File: config.mk
export PLATFORM = sky130hd
export DESIGN_NAME = wb_wavelet_responder_flat
export DESIGN_NICKNAME = d
export VERILOG_FILES = /design/src/rtl/wb_wavelet_pkg.sv /design/src/rtl/wb_wavelet_responder_if.sv /design/src/rtl/sync_fifo.sv /design/src/rtl/wb_wavelet_responder.sv /design/src/flat_wrapper.sv
export SDC_FILE = /design/constraint.sdc
export NUM_CORES = 1
export LEC_CHECK = 0
export CAP_MARGIN = 20
export CORE_AREA = 2 2 119 121
export DETAILED_ROUTE_END_ITERATION = 12
export DIE_AREA = 0 0 121 123
export PLACE_DENSITY = 0.83
export SLEW_MARGIN = 30
export SYNTH_ARGS = -nofsm -noshare
export SYNTH_HDL_FRONTEND = slang
export SYNTH_SLANG_ARGS = --single-unit
File: constraint.sdc
create_clock -name wb_clk_i -period 6.05 [get_ports wb_clk_i]
set_input_delay 0.605 -clock wb_clk_i [delete_from_list [all_inputs] [get_ports wb_clk_i]]
set_output_delay 0.605 -clock wb_clk_i [all_outputs]
set_load 0.005 [all_outputs]
File: src/rtl/wb_wavelet_pkg.sv
// wb_wavelet_pkg: register offsets, CTRL/STATUS bit positions and FIFO count width helper
`timescale 1ns/1ps
package wb_wavelet_pkg;
  localparam logic [1:0] OFF_CTRL = 2'd0;
  localparam logic [1:0] OFF_STATUS = 2'd1;
  localparam logic [1:0] OFF_TX = 2'd2;
  localparam logic [1:0] OFF_RX = 2'd3;
  localparam int CTRL_EN = 0;
  localparam int CTRL_IRQ_EN = 1;
  localparam int CTRL_FLUSH = 2;
  localparam int ST_TX_FULL = 16;
  localparam int ST_RX_EMPTY = 17;
  localparam int ST_TX_DROP = 18;
  localparam int ST_RX_OVF = 19;
  function automatic int cnt_w(input int depth);
    return $clog2(depth + 1);
  endfunction
endpackage

File: src/rtl/wb_wavelet_responder_if.sv
// wb_wavelet_responder_if: Wishbone classic slave bus (stb/cyc/we/sel/adr/dat_i in, ack/dat_o out)
`timescale 1ns/1ps
interface wb_wavelet_responder_if;
  logic wbs_stb_i;
  logic wbs_cyc_i;
  logic wbs_we_i;
  logic [3:0] wbs_sel_i;
  logic [31:0] wbs_adr_i;
  logic [31:0] wbs_dat_i;
  logic wbs_ack_o;
  logic [31:0] wbs_dat_o;
  modport slave (input wbs_stb_i, wbs_cyc_i, wbs_we_i, wbs_sel_i, wbs_adr_i, wbs_dat_i, output wbs_ack_o, wbs_dat_o);
  modport master (output wbs_stb_i, wbs_cyc_i, wbs_we_i, wbs_sel_i, wbs_adr_i, wbs_dat_i, input wbs_ack_o, wbs_dat_o);
endinterface

File: src/rtl/sync_fifo.sv
// sync_fifo: single-clock FIFO (clk, rst_n, i_clr, i_push/i_din, i_pop/o_dout head, o_count/o_full/o_empty), push+pop legal when full
`timescale 1ns/1ps
module sync_fifo
  import wb_wavelet_pkg::*;
#(
  parameter int WIDTH = 8,
  parameter int DEPTH = 8
) (
  input  logic                      clk,
  input  logic                      rst_n,
  input  logic                      i_clr,
  input  logic                      i_push,
  input  logic                      i_pop,
  input  logic [WIDTH-1:0]          i_din,
  output logic [WIDTH-1:0]          o_dout,
  output logic [cnt_w(DEPTH)-1:0]   o_count,
  output logic                      o_full,
  output logic                      o_empty
);
  localparam int CW = cnt_w(DEPTH);
  localparam int AW = $clog2(DEPTH);
  logic [WIDTH-1:0] r_mem [DEPTH];
  logic [AW-1:0] r_wr, r_rd;
  logic [CW-1:0] r_count;
  logic w_push, w_pop;
  assign o_full = r_count == CW'(DEPTH);
  assign o_empty = r_count == '0;
  assign w_pop = i_pop & !o_empty;
  assign w_push = i_push & (!o_full | w_pop);
  assign o_dout = r_mem[r_rd];
  assign o_count = r_count;
  always_ff @(posedge clk) begin
    if (!rst_n || i_clr) begin
      r_wr <= '0;
      r_rd <= '0;
      r_count <= '0;
    end else begin
      if (w_push) r_mem[r_wr] <= i_din;
      if (w_push) r_wr <= r_wr + AW'(1);
      if (w_pop) r_rd <= r_rd + AW'(1);
      r_count <= r_count + CW'(w_push) - CW'(w_pop);
    end
  end
endmodule

File: src/rtl/wb_wavelet_responder.sv
// wb_wavelet_responder: Wishbone slave (wb bus) feeding TX FIFO samples to the wavelet core (sample_o/sample_valid_o) and capturing results (result_i/result_valid_i) into an RX FIFO, irq_o on RX data
`timescale 1ns/1ps
module wb_wavelet_responder
  import wb_wavelet_pkg::*;
#(
  parameter logic [31:0] BASE_ADDR = 32'h3000_0000,
  parameter int DATA_W = 8,
  parameter int RES_W = 8,
  parameter int DEPTH = 8,
  parameter int SAMPLE_GAP = 4
) (
  input  logic                  wb_clk_i,
  input  logic                  wb_rst_n,
  wb_wavelet_responder_if.slave wb,
  output logic [DATA_W-1:0]     sample_o,
  output logic                  sample_valid_o,
  input  logic [RES_W-1:0]      result_i,
  input  logic                  result_valid_i,
  output logic                  irq_o
);
  localparam int CW = cnt_w(DEPTH);
  localparam int GW = $clog2(SAMPLE_GAP + 1);
  logic r_ack, r_en, r_irq_en, r_tx_drop, r_rx_ovf, r_sample_valid, r_irq;
  logic [31:0] r_dat;
  logic [GW-1:0] r_gap;
  logic [DATA_W-1:0] r_sample;
  logic [1:0] w_off;
  logic w_req, w_wr, w_ctrl_wr, w_st_wr, w_flush, w_tx_push, w_issue, w_rx_pop, w_rx_try, w_unused;
  logic [31:0] w_status, w_rdata;
  logic [DATA_W-1:0] w_tx_dout;
  logic [RES_W-1:0] w_rx_dout;
  logic [CW-1:0] w_tx_count, w_rx_count;
  logic w_tx_full, w_tx_empty, w_rx_full, w_rx_empty;
  assign w_off = wb.wbs_adr_i[3:2];
  assign w_req = wb.wbs_cyc_i & wb.wbs_stb_i & (wb.wbs_adr_i[31:4] == BASE_ADDR[31:4]) & !r_ack;
  assign w_wr = w_req & wb.wbs_we_i;
  assign w_ctrl_wr = w_wr & (w_off == OFF_CTRL) & wb.wbs_sel_i[0];
  assign w_st_wr = w_wr & (w_off == OFF_STATUS) & wb.wbs_sel_i[2];
  assign w_flush = w_ctrl_wr & wb.wbs_dat_i[CTRL_FLUSH];
  assign w_tx_push = w_wr & (w_off == OFF_TX) & wb.wbs_sel_i[0];
  assign w_issue = r_en & !w_tx_empty & (r_gap == '0) & !w_flush;
  assign w_rx_pop = w_req & !wb.wbs_we_i & (w_off == OFF_RX) & !w_rx_empty;
  assign w_rx_try = result_valid_i & r_en & !w_flush;
  assign w_unused = ^{wb.wbs_sel_i, wb.wbs_adr_i[1:0], wb.wbs_dat_i};
  sync_fifo #(.WIDTH(DATA_W), .DEPTH(DEPTH)) u_tx (
    .clk(wb_clk_i), .rst_n(wb_rst_n), .i_clr(w_flush),
    .i_push(w_tx_push & !w_tx_full), .i_pop(w_issue), .i_din(wb.wbs_dat_i[DATA_W-1:0]),
    .o_dout(w_tx_dout), .o_count(w_tx_count), .o_full(w_tx_full), .o_empty(w_tx_empty)
  );
  sync_fifo #(.WIDTH(RES_W), .DEPTH(DEPTH)) u_rx (
    .clk(wb_clk_i), .rst_n(wb_rst_n), .i_clr(w_flush),
    .i_push(w_rx_try), .i_pop(w_rx_pop), .i_din(result_i),
    .o_dout(w_rx_dout), .o_count(w_rx_count), .o_full(w_rx_full), .o_empty(w_rx_empty)
  );
  always_comb begin
    w_status = '0;
    w_status[7:0] = 8'(w_tx_count);
    w_status[15:8] = 8'(w_rx_count);
    w_status[ST_TX_FULL] = w_tx_full;
    w_status[ST_RX_EMPTY] = w_rx_empty;
    w_status[ST_TX_DROP] = r_tx_drop;
    w_status[ST_RX_OVF] = r_rx_ovf;
    w_rdata = wb.wbs_we_i ? '0 :
              w_off == OFF_CTRL ? {30'b0, r_irq_en, r_en} :
              w_off == OFF_STATUS ? w_status :
              (w_off == OFF_RX && !w_rx_empty) ? 32'(w_rx_dout) : '0;
  end
  always_ff @(posedge wb_clk_i) begin
    if (!wb_rst_n) begin
      r_ack <= 1'b0;
      r_dat <= '0;
      r_en <= 1'b0;
      r_irq_en <= 1'b0;
      r_tx_drop <= 1'b0;
      r_rx_ovf <= 1'b0;
      r_gap <= '0;
      r_sample <= '0;
      r_sample_valid <= 1'b0;
      r_irq <= 1'b0;
    end else begin
      r_ack <= w_req;
      r_dat <= w_req ? w_rdata : '0;
      if (w_ctrl_wr) r_en <= wb.wbs_dat_i[CTRL_EN];
      if (w_ctrl_wr) r_irq_en <= wb.wbs_dat_i[CTRL_IRQ_EN];
      r_tx_drop <= (r_tx_drop & !(w_st_wr & wb.wbs_dat_i[ST_TX_DROP])) | (w_tx_push & w_tx_full);
      r_rx_ovf <= (r_rx_ovf & !(w_st_wr & wb.wbs_dat_i[ST_RX_OVF])) | (w_rx_try & w_rx_full & !w_rx_pop);
      r_gap <= w_flush ? '0 : w_issue ? GW'(SAMPLE_GAP - 1) : (r_gap == '0) ? '0 : r_gap - GW'(1);
      r_sample_valid <= w_issue;
      if (w_issue) r_sample <= w_tx_dout;
      r_irq <= r_irq_en & !w_rx_empty;
    end
  end
  assign wb.wbs_ack_o = r_ack;
  assign wb.wbs_dat_o = r_dat;
  assign sample_o = r_sample;
  assign sample_valid_o = r_sample_valid;
  assign irq_o = r_irq;
endmodule
File: src/flat_wrapper.sv
// flat-port wrapper written by rule: the top's interface ports become plain ports
module wb_wavelet_responder_flat import wb_wavelet_pkg::*;
#(
  parameter logic [31:0] BASE_ADDR = 32'h3000_0000,
  parameter int DATA_W = 8,
  parameter int RES_W = 8,
  parameter int DEPTH = 8,
  parameter int SAMPLE_GAP = 4
)
  (wb_clk_i, wb_rst_n, sample_o, sample_valid_o, result_i, result_valid_i, irq_o, wb_wbs_stb_i, wb_wbs_cyc_i, wb_wbs_we_i, wb_wbs_sel_i, wb_wbs_adr_i, wb_wbs_dat_i, wb_wbs_ack_o, wb_wbs_dat_o);
  wb_wavelet_responder_if wb_i ();
  input  logic wb_clk_i;
  input  logic wb_rst_n;
  output logic [DATA_W-1:0] sample_o;
  output logic sample_valid_o;
  input  logic [RES_W-1:0] result_i;
  input  logic result_valid_i;
  output logic irq_o;
  input wire logic [$bits(wb_i.wbs_stb_i)-1:0] wb_wbs_stb_i;
  input wire logic [$bits(wb_i.wbs_cyc_i)-1:0] wb_wbs_cyc_i;
  input wire logic [$bits(wb_i.wbs_we_i)-1:0] wb_wbs_we_i;
  input wire logic [$bits(wb_i.wbs_sel_i)-1:0] wb_wbs_sel_i;
  input wire logic [$bits(wb_i.wbs_adr_i)-1:0] wb_wbs_adr_i;
  input wire logic [$bits(wb_i.wbs_dat_i)-1:0] wb_wbs_dat_i;
  output wire logic [$bits(wb_i.wbs_ack_o)-1:0] wb_wbs_ack_o;
  output wire logic [$bits(wb_i.wbs_dat_o)-1:0] wb_wbs_dat_o;
  assign wb_i.wbs_stb_i = wb_wbs_stb_i;
  assign wb_i.wbs_cyc_i = wb_wbs_cyc_i;
  assign wb_i.wbs_we_i = wb_wbs_we_i;
  assign wb_i.wbs_sel_i = wb_wbs_sel_i;
  assign wb_i.wbs_adr_i = wb_wbs_adr_i;
  assign wb_i.wbs_dat_i = wb_wbs_dat_i;
  assign wb_wbs_ack_o = wb_i.wbs_ack_o;
  assign wb_wbs_dat_o = wb_i.wbs_dat_o;
  wb_wavelet_responder #(.BASE_ADDR(BASE_ADDR), .DATA_W(DATA_W), .RES_W(RES_W), .DEPTH(DEPTH), .SAMPLE_GAP(SAMPLE_GAP)) u_core (.wb_clk_i(wb_clk_i), .wb_rst_n(wb_rst_n), .wb(wb_i), .sample_o(sample_o), .sample_valid_o(sample_valid_o), .result_i(result_i), .result_valid_i(result_valid_i), .irq_o(irq_o));
endmodule
# Word level (Yosys, flattened, before mapping)
# Memory sizes are Yosys's and may differ from the RTL's. A register that Yosys moved wholly into a read port is not among the register bits.
# Cells that the tools add are included.
[totals] n_memories=2 ramBits=128 ff_bits=62 word_cells=112 out_inout_bits=43
[op_classes] muxes=13 n_reduce_logical=24 n_bitwise=39 n_eq_ne=6 addsub=9
[memory_table] name="u_core.u_rx.r_mem" depth=8 width=8 read_ports=1 rd_ports_with_merged_regs=1 write_ports=1 line="sync_fifo.sv:22" rtl="logic [WIDTH-1:0] r_mem [DEPTH];"
[memory_table] name="u_core.u_tx.r_mem" depth=8 width=8 read_ports=1 rd_ports_with_merged_regs=1 write_ports=1 line="sync_fifo.sv:22"
[op_table] operator="AND 1 bit" n=32
[op_table] operator="equality test 28 x 26 -> 1 bit (second input constant)" n=1
[op_table] operator="2-to-1 mux 20 bit" n=1
[op_table] operator="adder 3 x 1 -> 3 bit (second input constant)" n=4
[op_table] operator="zero test 1 bit" n=12
[op_table] operator="adder 4 x 1 -> 4 bit" n=2
[op_table] operator="equality test 4 bit (second input constant)" n=2
[op_table] operator="zero test 4 bit" n=2
[op_table] operator="2-to-1 mux 8 bit" n=1
[op_table] operator="OR reduction 4 bit" n=2
[op_table] operator="subtractor 4 x 1 -> 4 bit" n=2
[op_table] operator="2-to-1 mux 1 bit" n=6
[op_table] operator="2-to-1 mux 2 bit" n=3
[op_table] operator="2-to-1 mux 3 bit" n=2
[op_table] operator="OR reduction 6 bit" n=1
[op_table] operator="OR reduction 5 bit" n=1
[op_table] operator="equality test 2 bit (second input constant)" n=2
[op_table] operator="bitwise OR 1 bit" n=4
[op_table] operator="zero test 3 bit" n=1
[op_table] operator="NOT 1 bit" n=3
[op_table] operator="OR reduction 3 bit" n=1
[op_table] operator="subtractor 3 x 1 -> 3 bit (second input constant)" n=1
[op_table] operator="equality test 2 x 1 -> 1 bit (second input constant)" n=1
[op_table] operator="zero test 2 bit" n=1
[op_table] operator="other kinds (3)" n=3

# Logic depth before layout (Yosys ltp)
[depth] ltp_word=15 mapped_depth=15 depth_no_buf=14

# Modules after synthesis
# A second synthesis with hierarchy kept.
[unflattened] cells_unflattened=569 area_unflattened_um2=8224.1
[by_module_without_submodules] mod="sync_fifo" seq_area_each_um2=2182.1 n_inst=2 area_per_inst_um2=3203.1 cells_each=179
[by_module_without_submodules] mod="wb_wavelet_responder" seq_area_each_um2=680.7 n_inst=1 area_per_inst_um2=1818.0 cells_each=211

# Least setup slack after synthesis
# OpenSTA, ideal clock, no wires.
[synth_path] path_kind="input-to-reg" startpoint="input port wb_wbs_adr_i[6]" endpoint="memory u_core.u_rx.r_mem[6][0], enable pin" path_buffers=2 arrival_ns=2.520 setup_ns=0.395 slack_ns=3.135 t_required_ns=5.655 path_stages=8 cell_sequence="nor4b_2 and4_1 buf_6 nand3_4 clkinv_4 o21ai_2 buf_6 nor4_1"
[synth_between] elab_chain_cells=13
[synth_lines] element="start, declared" line="flat_wrapper.sv:23" rtl="input wire logic [$bits(wb_i.wbs_adr_i)-1:0] wb_wbs_adr_i;"
[synth_lines] element="equality test 28 x 26 -> 1 bit (*)" line="wb_wavelet_responder.sv:35" rtl="assign w_req = wb.wbs_cyc_i & wb.wbs_stb_i & (wb.wbs_adr_i[31:4] == BASE_ADDR[31:4]) & !r_ack;"
[synth_lines] element="AND 1 bit (*) (2 in series)" line="wb_wavelet_responder.sv:35"
[synth_lines] element="AND 1 bit" line="wb_wavelet_responder.sv:36" rtl="assign w_wr = w_req & wb.wbs_we_i;"
[synth_lines] element="AND 1 bit (2 in series)" line="wb_wavelet_responder.sv:37" rtl="assign w_ctrl_wr = w_wr & (w_off == OFF_CTRL) & wb.wbs_sel_i[0];"
[synth_lines] element="AND 1 bit" line="wb_wavelet_responder.sv:39" rtl="assign w_flush = w_ctrl_wr & wb.wbs_dat_i[CTRL_FLUSH];"
[synth_lines] element="zero test 1 bit" line="wb_wavelet_responder.sv:43" rtl="assign w_rx_try = result_valid_i & r_en & !w_flush;"
[synth_lines] element="AND 1 bit" line="wb_wavelet_responder.sv:43"
[synth_lines] element="AND 1 bit" line="sync_fifo.sv:29" rtl="assign w_push = i_push & (!o_full | w_pop);"
[synth_lines] element="2-to-1 mux 1 bit" line="sync_fifo.sv:38" rtl="if (w_push) r_mem[r_wr] <= i_din;"
[synth_lines] element="2-to-1 mux 1 bit (*)" line="sync_fifo.sv:33" rtl="if (!rst_n || i_clr) begin"
[synth_lines] element="2-to-1 mux 1 bit (implied by the code) (*)" line="sync_fifo.sv:38"
[synth_lines] element="end, declared" line="sync_fifo.sv:22"
# Mark *: on every way between the ends. The rest lies on a longest branch, timed or not.

# Worst setup path in the final report
[layout_path] startpoint="input port wb_wbs_adr_i[3]" endpoint="register u_core.u_tx.r_count[2], in the netlist u_core.u_tx.o_count[2]"
[layout_between] elab_chain_cells=11
[layout_lines] element="zero test 2 bit (*)" line="wb_wavelet_responder.sv:37"
[layout_lines] element="AND 1 bit (*) (2 in series)" line="wb_wavelet_responder.sv:37"
[layout_lines] element="AND 1 bit (*)" line="wb_wavelet_responder.sv:39"
[layout_lines] element="zero test 1 bit (*)" line="wb_wavelet_responder.sv:41" rtl="assign w_issue = r_en & !w_tx_empty & (r_gap == '0) & !w_flush;"
[layout_lines] element="AND 1 bit (*)" line="wb_wavelet_responder.sv:41"
[layout_lines] element="AND 1 bit (*)" line="sync_fifo.sv:28" rtl="assign w_pop = i_pop & !o_empty;"
[layout_lines] element="net u_core.u_tx.w_pop" line="sync_fifo.sv:25" rtl="logic w_push, w_pop;"
[layout_lines] element="bitwise OR 1 bit" line="sync_fifo.sv:29"
[layout_lines] element="AND 1 bit" line="sync_fifo.sv:29"
[layout_lines] element="adder 4 x 1 -> 4 bit" line="sync_fifo.sv:41" rtl="r_count <= r_count + CW'(w_push) - CW'(w_pop);"
[layout_lines] element="subtractor 4 x 1 -> 4 bit (*)" line="sync_fifo.sv:41"
[layout_lines] element="end signal, assigned" line="sync_fifo.sv:41"
[layout_lines] element="end, declared" line="sync_fifo.sv:24" rtl="logic [CW-1:0] r_count;"
# Mark *: on every way through the listed nets, which the timed path passes. The rest lies on a longest branch.
# A chain may end at the register's enable or synchronous reset.

==> implementation parameters <==
Parameter                              Value

Drt
  Antenna Violating Nets Remaining ... 0
  Total via count after detailed routing ... 4,445
  DRT Wirelength ... 15.45 mm
  Drt drc ... 0
  Number of violations reported at the end of detailed-routing iteration 0 ... roughly 320
  Iteration count of the initial detailed-routing pass ... 5
  WL per Instance ... 19.83 µm
  Detail-routed via count per cell ... 5.706

Timing
  Shortest period the worst path allows ... between 3 and 4 ns
  Final setup TNS ... 0 ns
  Setup repair after global routing missed its margin ... no
  Setup violations, final ... 0
  Relative slew slack ... 0.3684
  Transition time of the tightest slew-check pin ... 0.9438 ns
  Part of the cycle the worst path needs ... 0.6139
  Layout Skew ... 0.007763 ns
  Hold violation total from the final report ... 0
  Fmax achieved ... 269.3 MHz
  Final Max Tran Viols ... 0

Synth
  Adder-cell share of the synthesized area ... 0.03327
  Number of enable-type register cells in the synthesized netlist ... 128
  Mean Syn Cell Area ... 15.26 µm²
  Synthesis warning total ... 0
  Number of library cell types mapped by synthesis ... between 50 and 60
  Compound-Gate Fraction of Synth Area ... 0.03689
  Synthesized netlist cell count ... ~500
  Post-Synth XOR/XNOR Area ... 0.009223
  Dominant combinational cell family by area after synthesis ... multiplexers
  Simple-Gate Fraction of Synth Area ... 0.1085
  Synth area leader ... sky130_fd_sc_hd__edfxtp_1
  Share of Yosys cell area claimed by the top area cell type ... 0.5059
  Sequential cell area fraction in the yosys report ... 0.6561
  Post-synthesis mux area share ... 0.1133
  Post-synthesis register bit count ... 185
  Async set-or-reset flop fraction in the synthesized netlist ... 0
  Top cells by instance count after synthesis ... 128 x sky130_fd_sc_hd__edfxtp_1, 57 x sky130_fd_sc_hd__dfxtp_1, 36 x sky130_fd_sc_hd__nor2_1, 33 x sky130_fd_sc_hd__nand2_1, 32 x sky130_fd_sc_hd__mux4_2
  Cell types occupying the most area after synthesis ... sky130_fd_sc_hd__edfxtp_1 51%, sky130_fd_sc_hd__dfxtp_1 15%, sky130_fd_sc_hd__mux4_2 9.5%
  Most frequently used cell type in the post-synthesis netlist ... sky130_fd_sc_hd__edfxtp_1
  Cell Area, Synth ... 0.007597 mm²
  Leading register cell type out of synthesis ... sky130_fd_sc_hd__edfxtp_1

Clock network
  Setup Fix Bufs, Post-CTS ... 0
  Clk_lat worst skew ... 0.43 ns
  Total CTS buffers ... 17
  Clock tree from TritonCTS ... yes
  Deepest clock path buffer count ... 2
  Library cell used as clock root buffer ... sky130_fd_sc_hd__clkbuf_16
  Post-CTS Hold Fix Bufs ... 0
  CTS H-Tree Depth ... 4
  Clock input transition at the sequential cells of the worst setup and hold paths ... 0.07 ns
  Sinks on Clock Net ... 185
  Post-cts repair resize count ... 0

Global route
  Via count of the first global-routing pass ... approximately 4,600
  First-pass GRT wire length ... 24.65 mm
  Initial antenna violation count ... 0
  Grt total ovfl ... 0
  Overall routing resource usage ... 0.2258
  Largest net degree at the start of global routing ... 28

Setup path
  Critical Setup Path Class ... in2reg
  Reg2Reg Depth ... 12
  Required time at the worst-slack endpoint ... about 6.4 ns
  Critical Path AT ... 4.01 ns
  Top fanout value on the critical path ... 12
  Critical Path Start Type ... primary input
  Sort of element at the end of the critical path ... flip-flop

Finish
  Share of post-route cells with drive strength above 1 ... 0.1619
  Final net count ... between 600 and 700
  Fill cell total of the finished layout ... 913
  Number of antenna diodes ... 0
  Synthesis-to-finish area growth ... 21.18%

Pwr
  Peak ir drop on the vdd network ... roughly 220 µV
  Pwr per Cell Area ... about 290 mW/mm²
  Overall power consumption ... 2.632 mW
  Leakage ... 3.207 nW

Die
  Die height ... 123 µm
  Top-level port count ... 125
  Horizontal die dimension ... 121 µm
  Count of standard-cell rows ... 43
  Area of the die ... between 0.01 and 0.015 mm²
  Initial core utilization ... 0.5581
  Core Box Area ... 0.01361 mm²

Place
  Final HPWL DP ... 10.19 mm
  Routability cong. ... 0.7806
  Number of buffer cells added on primary ports ... 82

Job
  Number of max-capacitance violations reported ... 0

Min path
  Worst min path class ... reg2reg
  Hold path depth ... 1

Outcome
  Run status ... finished clean
[power by group]
part / internal, mW / leakage [nW] / total, mW / switching [mW]
registers: 1.35 / 1.61 / 1.36 / 0.00255
clock network: 0.715 / 0.318 / 1.19 / 0.479
logic: 0.0414 / 1.28 / 0.0814 / 0.0400
[sequential cells by signal (all words and copies together) (netlist names), named ones only]
name / flops
u_core.r_gap: 3
u_core.u_tx.o_count: 4
u_core.u_rx.r_wr: 3
u_core.wb.wbs_ack_o: 1
u_core.irq_o: 1
u_core.wb.wbs_dat_o: 16
u_core.u_tx.r_mem: 64
u_core.sample_o: 8
u_core.r_tx_drop: 1
u_core.u_tx.r_rd: 3
u_core.u_rx.r_rd: 3
u_core.u_rx.r_mem: 64
u_core.u_tx.r_wr: 3
u_core.r_irq_en: 1
u_core.r_en: 1
u_core.u_rx.o_count: 4
u_core.sample_valid_o: 1
u_core.r_rx_ovf: 1
[cell families (layout without fill, tap and decap cells)]
group                      count (synthesis)  after routing
other                                      1             16
AOI/OAI and AO/OA                         36             36
buffers and inverters                     59            145
and+or+nand+nor                          144            144
muxes                                     46             46
xor gates and xnor gates                   8              8
adders and majority gates                 19             19
DFF                                      185            185
[layer usage]
metal,vias to the layer above,track usage,part of all wire
li1,2032,-,-
met1,2207,0.2723,0.40
met5,-,0,0
met2,171,0.3940,0.52
met4,0,0.09157,0.023
met3,35,0.05258,0.054
[layout by cell type, fill, tap and decap left out, types with 6 or more instances in the layout]
master | Yosys | routed
sky130_fd_sc_hd__nor2_1 | 36 | 35
sky130_fd_sc_hd__nand2_1 | 33 | 33
sky130_fd_sc_hd__ha_1 | 17 | 17
sky130_fd_sc_hd__mux4_2 | 32 | 32
sky130_fd_sc_hd__nand4_1 | 11 | 11
sky130_fd_sc_hd__nor3_1 | 7 | 6
sky130_fd_sc_hd__nand3_1 | 6 | 6
sky130_fd_sc_hd__clkbuf_16 | 0 | 17
sky130_fd_sc_hd__conb_1 | 1 | 16
sky130_fd_sc_hd__edfxtp_1 | 128 | 128
sky130_fd_sc_hd__mux2i_1 | 14 | 14
sky130_fd_sc_hd__dfxtp_1 | 57 | 56
sky130_fd_sc_hd__o211a_1 | 9 | 9
sky130_fd_sc_hd__clkdlybuf4s50_1 | 0 | 82
sky130_fd_sc_hd__buf_4 | 18 | 9
sky130_fd_sc_hd__and2_1 | 10 | 10
sky130_fd_sc_hd__inv_1 | 19 | 19
sky130_fd_sc_hd__nand2b_1 | 6 | 6
sky130_fd_sc_hd__and3_1 | 6 | 6
[worst paths after layout]
| check | slack [ns] | to | startpoint |
|---|---|---|---|
| max | 2.34 | u_core.u_tx.o_count[2] | wb_wbs_adr_i[3] |
| min | 0.47 | u_core.wb.wbs_dat_o[19] | u_core.r_rx_ovf |
| max reg2reg | 2.71 | u_core.u_tx.o_count[2] | u_core.wb.wbs_ack_o |
| min reg2reg | 0.47 | u_core.wb.wbs_dat_o[19] | u_core.r_rx_ovf |
[through the flow]
stage               hold slack [ns]  instances  instance area, µm²    util  setup WS [ns]
finish                       0.4716        779                9206  0.6763          2.336
floorplan                    0.4298        513                7654       -          3.135
detailed placement           0.4543        747                8549  0.6281          1.993
CTS                          0.4715        779                9200  0.6759          2.421
global route                 0.4976        779                9206  0.6763          2.113
global placement             0.4442        747                8539  0.6274          2.134
[worst max-delay path, stage by stage]
cell                              delay [ns]
sky130_fd_sc_hd__clkdlybuf4s50_1        0.62
sky130_fd_sc_hd__or2_2                  0.44
sky130_fd_sc_hd__nor2_1                 0.26
sky130_fd_sc_hd__nand3_1                0.45
sky130_fd_sc_hd__nand2_1                0.30
sky130_fd_sc_hd__inv_2                  0.14
sky130_fd_sc_hd__ha_1                   0.29
sky130_fd_sc_hd__inv_1                  0.06
sky130_fd_sc_hd__ha_1                   0.17
sky130_fd_sc_hd__inv_1                  0.06
sky130_fd_sc_hd__fa_1                   0.38
sky130_fd_sc_hd__xor2_1                 0.17
sky130_fd_sc_hd__nor2_1                 0.06
[cell type report]
class / count / area (µm²) / share of cell area
sequential: 185 / 4986 / 0.5416
multi-input combinational: 269 / 2369 / 0.2573
timing repair buffer: 91 / 888.4 / 0.09649
clock buffer: 18 / 439.2 / 0.04770
tap: 180 / 225.2 / 0.02446
clock inverter: 14 / 211.5 / 0.02297
inverter: 22 / 87.58 / 0.009513
(Power assumes the default switching activity.)
